<file path="config.mk">
export PLATFORM = sky130hd
export DESIGN_NAME = udp_port_dispatch
export DESIGN_NICKNAME = d
export VERILOG_FILES = /design/src/rtl/udp_port_dispatch.sv
export SDC_FILE = /design/constraint.sdc
export NUM_CORES = 1
export LEC_CHECK = 0
export BUFFER_PORTS_ARGS = -buffer_cell sky130_fd_sc_hd__buf_2
export CAP_MARGIN = 20
export CELL_PAD_IN_SITES_DETAIL_PLACEMENT = 1
export CELL_PAD_IN_SITES_GLOBAL_PLACEMENT = 1
export CORE_ASPECT_RATIO = 0.75
export CORE_MARGIN = 4
export CORE_UTILIZATION = 40
export CTS_BUF_LIST = sky130_fd_sc_hd__clkbuf_2 sky130_fd_sc_hd__clkbuf_4 sky130_fd_sc_hd__clkbuf_8
export CTS_CLUSTER_DIAMETER = 40
export DETAILED_ROUTE_END_ITERATION = 10
export GPL_ROUTABILITY_DRIVEN = 0
export GPL_TIMING_DRIVEN = 1
export PLACE_DENSITY_LB_ADDON = 0.1
export SYNTH_ARGS = -nofsm -noshare
export SYNTH_HDL_FRONTEND = slang
export SYNTH_SLANG_ARGS = --single-unit
</file>
<file path="constraint.sdc">
create_clock -name clk -period 4.4 [get_ports clk]
set_clock_uncertainty 0.2 [all_clocks]
set_input_delay 0.88 -clock clk [delete_from_list [all_inputs] [get_ports clk]]
set_output_delay 0.88 -clock clk [all_outputs]
set_load 0.1 [all_outputs]
</file>
<file path="src/rtl/udp_port_dispatch.sv">
// udp_port_dispatch: routes whole UDP payload packets to one of N_SINK sinks
// using a runtime-programmable destination-port table. Unmatched packets are
// either discarded or sent to the last sink, depending on DROP_UNMATCHED.
// Optional per-sink/drop/length-error counters under UDP_DISPATCH_STATS_EN.

// One table entry: holds {enable, port} and compares against the live port.
module udp_port_dispatch_entry (
  input  logic        clk,
  input  logic        reset,
  input  logic        wr,
  input  logic [15:0] wr_port,
  input  logic        wr_en,
  input  logic [15:0] dest,
  output logic        hit
);
  logic [15:0] port_q;
  logic        en_q;

  // Entry storage; cleared to disabled/port 0 on reset.
  always_ff @(posedge clk) begin
    if (reset) begin
      port_q <= '0;
      en_q   <= 1'b0;
    end else if (wr) begin
      port_q <= wr_port;
      en_q   <= wr_en;
    end
  end

  assign hit = en_q && (port_q == dest);
endmodule

module udp_port_dispatch #(
  parameter int N_SINK         = 4,
  parameter bit DROP_UNMATCHED = 1'b1,
  localparam int SEL_W         = (N_SINK > 1) ? $clog2(N_SINK) : 1
) (
  input  logic              clk,
  input  logic              reset,
  input  logic [7:0]        s_tdata,
  input  logic              s_tvalid,
  input  logic              s_tlast,
  output logic              s_tready,
  input  logic [15:0]       s_dest_port,
  input  logic [15:0]       s_length,
  output logic [7:0]        m_tdata,
  output logic              m_tlast,
  output logic [N_SINK-1:0] m_tvalid,
  input  logic [N_SINK-1:0] m_tready,
  input  logic              cfg_wr,
  input  logic [SEL_W-1:0]  cfg_idx,
  input  logic [15:0]       cfg_port,
  input  logic              cfg_en,
  output logic              busy_out,
  output logic              len_err_out
`ifdef UDP_DISPATCH_STATS_EN
  ,
  output logic [N_SINK*16-1:0] pkt_cnt_out,
  output logic [15:0]          drop_cnt_out,
  output logic [15:0]          len_err_cnt_out
`endif
);
  typedef enum logic [1:0] {IDLE, LOOKUP, FWD, DROP} state_t;

  state_t             state;
  logic [SEL_W-1:0]   sel;
  logic [15:0]        cnt;
  logic [N_SINK-1:0]  hit;
  logic               hit_any;
  logic [SEL_W-1:0]   hit_idx;
  logic               fire;
  logic               len_bad;

  // Table entries; indices >= N_SINK never match any instance, so those writes vanish.
  for (genvar g = 0; g < N_SINK; g++) begin : g_ent
    udp_port_dispatch_entry u_ent (
      .clk     (clk),
      .reset   (reset),
      .wr      (cfg_wr && (cfg_idx == SEL_W'(g))),
      .wr_port (cfg_port),
      .wr_en   (cfg_en),
      .dest    (s_dest_port),
      .hit     (hit[g])
    );
  end

  // Lowest-index match wins: scan high to low so the last assignment is the lowest.
  always_comb begin
    hit_any = 1'b0;
    hit_idx = '0;
    for (int i = N_SINK - 1; i >= 0; i--) begin
      if (hit[i]) begin
        hit_any = 1'b1;
        hit_idx = SEL_W'(i);
      end
    end
  end

  assign fire    = s_tvalid && s_tready;
  // Compare in 17 bits so a saturated counter cannot wrap into a false match.
  assign len_bad = (s_length != 16'd0) && (({1'b0, cnt} + 17'd1) != {1'b0, s_length});

  // Combinational pass-through to the selected sink; drop state swallows beats.
  assign s_tready = (state == FWD) ? m_tready[sel] : (state == DROP);
  assign m_tdata  = s_tdata;
  assign m_tlast  = s_tlast;

  // Only the latched sink sees valid, and only while forwarding.
  always_comb begin
    m_tvalid = '0;
    if (state == FWD) m_tvalid[sel] = s_tvalid;
  end

  // Packet FSM: latch the route once per packet, count beats, flag length errors.
  always_ff @(posedge clk) begin
    if (reset) begin
      state       <= IDLE;
      sel         <= '0;
      cnt         <= '0;
      busy_out    <= 1'b0;
      len_err_out <= 1'b0;
    end else begin
      len_err_out <= 1'b0;
      case (state)
        IDLE: begin
          if (s_tvalid) begin
            state    <= LOOKUP;
            busy_out <= 1'b1;
          end
        end
        LOOKUP: begin
          if (hit_any) begin
            sel   <= hit_idx;
            state <= FWD;
          end else if (DROP_UNMATCHED) begin
            state <= DROP;
          end else begin
            sel   <= SEL_W'(N_SINK - 1);
            state <= FWD;
          end
        end
        FWD, DROP: begin
          if (fire) begin
            if (s_tlast) begin
              state       <= IDLE;
              busy_out    <= 1'b0;
              cnt         <= '0;
              len_err_out <= len_bad;
            end else if (cnt != 16'hFFFF) begin
              cnt <= cnt + 16'd1;
            end
          end
        end
        default: state <= IDLE;
      endcase
    end
  end

`ifdef UDP_DISPATCH_STATS_EN
  // Wrapping event counters, all bumped on the tlast beat.
  always_ff @(posedge clk) begin
    if (reset) begin
      pkt_cnt_out     <= '0;
      drop_cnt_out    <= '0;
      len_err_cnt_out <= '0;
    end else if (fire && s_tlast) begin
      if (state == FWD)
        pkt_cnt_out[{sel, 4'b0000} +: 16] <= pkt_cnt_out[{sel, 4'b0000} +: 16] + 16'd1;
      if (state == DROP) drop_cnt_out <= drop_cnt_out + 16'd1;
      if (len_bad) len_err_cnt_out <= len_err_cnt_out + 16'd1;
    end
  end
`endif
endmodule

</file>
==> impl_metrics.json <==
{
  "outcome": "completed",
  "crit_top_cell": "o21ai_0",
  "fin_nets": 736,
  "layout.cells.non_filler": 834,
  "yosysWarnings": 0,
  "drive_above_1_share_pct": 14.29,
  "path_clk_slew_ps": 80,
  "cts_tree": "yes",
  "worstHoldStart": "g_ent[1].u_ent.en_q",
  "hold_viol": 0,
  "io_buffers": 67,
  "remaining_drc_errors": 0,
  "num_vias": 4605,
  "slew_violations": 0,
  "drv_cap": 0,
  "synth_ff_type": "dfxtp_1",
  "clock-sinks": 90,
  "core_um2": 11740,
  "fin_ws_ps": 1372,
  "syn-instance-count": 635,
  "crit_buf_inv": 0,
  "fp.dieArea_um2": 13990,
  "grt_pass1_wl_mm": 24.53,
  "crit_required_ps": 4500,
  "yosysUniqueCellTypes": 50,
  "grt-busiest-layer": "met2",
  "async_flop_share_pct": 0,
  "pre_cts_ws_ps": 1376,
  "finalSetupViolCount": 0,
  "use_met3_pct": 4.207,
  "cts_buffers": 9,
  "synth_nets": 704,
  "postCtsHoldBufs": 0,
  "final_cell_mix": "nand2_1 (157), a21oi_1 (93), dfxtp_1 (90)",
  "synthTopCellsByArea": "dfxtp_1 (37%), nand2_1 (12%), a21oi_1 (9.6%)",
  "grt_use_total_pct": 22.72,
  "reg2reg_slack_ps": 1370,
  "p_leak_nw": 1.893,
  "ios": 84,
  "rsz0062_at_grt": "false",
  "cts_setup_buffers": 0,
  "register_area_um2": 1802,
  "power_w": 0.001647,
  "first_pass_iters": 5,
  "crit_type": "register to register",
  "cp_max_fo": 8,
  "area_growth_pct": 10.77,
  "fmax_mhz": 330.3,
  "irDropWorstVdd_mv": 0.1435,
  "postCtsResizedCells": 0,
  "drt_iter0_drc": 252,
  "clk_latency_ps": 370,
  "fin_crit_ps": 3028,
  "placed_cells": 818,
  "powerDensity_nw_per_um2": 306.2,
  "grt_pass1_vias": 4574,
  "wl_mm": 15.47,
  "fill_cells": 1506,
  "synth_edf_count": 0,
  "multi_input_area_um2": 2811,
  "cp_cell_sequence": "ha_1 > nand3_1 > nor3_2 > nand2_1 > o21ai_0 > o21ai_0 > a21oi_1",
  "worst_pin_slew_ps": 961.8,
  "reg2reg_depth": 7,
  "hpwl_mm": 11.66,
  "grtUsageMet1_pct": 33.79,
  "synth_top_area_share_pct": 37.10,
  "hold_slack_ps": 259.5,
  "die_h_um": 103.4,
  "hold_end": "g_ent[1].u_ent.en_q",
  "endpoint_kind": "register",
  "row_count": 34,
  "hold_depth": 2,
  "ctsHtreeMaxLevel": 3,
  "mostFrequentLayoutCell": "nand2_1",
  "slew_headroom_pct": 35.38,
  "critPathArrivalTime_ps": 3130,
  "crit_family": "simple AND/OR/NAND/NOR gates",
  "startpoint_type": "register",
  "fin_crit_sh_pct": 68.82,
  "synth_area_um2": 4856,
  "wl_per_cell_um": 18.55,
  "fp.dieW_um": 135.2,
  "grt_util_met2_pct": 34.40,
  "clockRootBuffer": "clkbuf_8",
  "cpPeakStageDelay_ps": 610,
  "cts.path.max_buffers": 2,
  "critPathSlowestCell": "o21ai_0",
  "hold_path_class": "register to register",
  "start_util_pct": 41.36,
  "synth_seq_area_share_pct": 37.10,
  "rr_endpoint": "cnt[8]",
  "synth.largest_area_cell": "dfxtp_1",
  "syn_area_per_cell_um2": 7.647,
  "grt_overflow": 0,
  "ys_seq_elements": 90,
  "antenna_found_initial": 0,
  "viasPerCell": 5.522,
  "grt_max_degree": 32,
  "antenna_left": 0,
  "r2r-start": "cnt[0]",
  "finalSetupTns_ps": 0,
  "n_antenna_cell": 0
}
## cell usage after synthesis (4+ instances only)
master    instances
buf_2             4
o21ai_0          14
nand4_1          14
nor2_1           18
clkbuf_1         31
and3_1            4
a21oi_1          93
inv_1             4
nor2b_1           5
nand2_1         157
nand3_1          16
a31oi_1           9
xnor2_1          47
a311oi_1          5
xor2_1           37
nor4_1           13
buf_4            10
dfxtp_1          90
nor3_1           14
## area by class of cell
cell class                 count  share of cell area (%)
multi-input combinational    492                   52.27
clock inverter                 2                  0.1861
timing repair buffer          70                   6.653
inverter                       4                  0.2791
tap                          162                   3.768
clock buffer                  14                   3.350
sequential                    90                   33.50
## worst min-delay path: stages (launching register included)
cell	delay, ps
dfxtp_1	320
nand2_1	50
a21oi_1	50
## registers in the layout, indices dropped and copies added, names as in the netlist
name                flops
g_ent.u_ent.en_q        4
g_ent.u_ent.port_q     64
state                   2
sel                     2
busy_out                1
len_err_out             1
cnt                    16
## how the worst max path moves through the flow
stage / depth (start not counted) / start / endpoint
finish: 7 / cnt[0] / cnt[8]
global placement: 4 / m_tready[3] / s_tready
global route: 7 / cnt[0] / cnt[8]
floorplan: 2 / s_tvalid / m_tvalid[1]
CTS: 4 / m_tready[3] / s_tready
detailed placement: 4 / m_tready[3] / s_tready
## layer usage
layer	vias to the layer above	share of wire, %	wire length, µm
met5	-	0	0
met4	0	0.98	151
met3	16	4.9	753
met2	114	43	6587
met1	2248	52	7976
li1	2227	-	-
## metrics by stage
stage,instance area (µm²),util [%]
after floorplan,4862,-
after global placement,5189,44.19
after detailed placement,5189,44.19
after CTS,5379,45.81
after global routing,5379,45.81
final,5379,45.81
## cells by family after synthesis
group / share of synthesized area (%)
AO/OA/AOI/OAI: 15.98
XOR/XNOR: 15.15
adder cells (fa/ha/maj): 0.2576
buffers and inverters: 5.282
flip-flops: 37.10
multiplexers: 0.6184
AND/OR/NAND/NOR: 25.61
## power breakdown
group	internal [W]	switching [W]	total (W)
Combinational	0.0000815	0.000157	0.000239
Clock	0.000263	0.000290	0.000553
Sequential	0.000838	0.0000180	0.000856
Total	0.00118	0.000465	0.00165
Power figures use the tool's default switching activity.
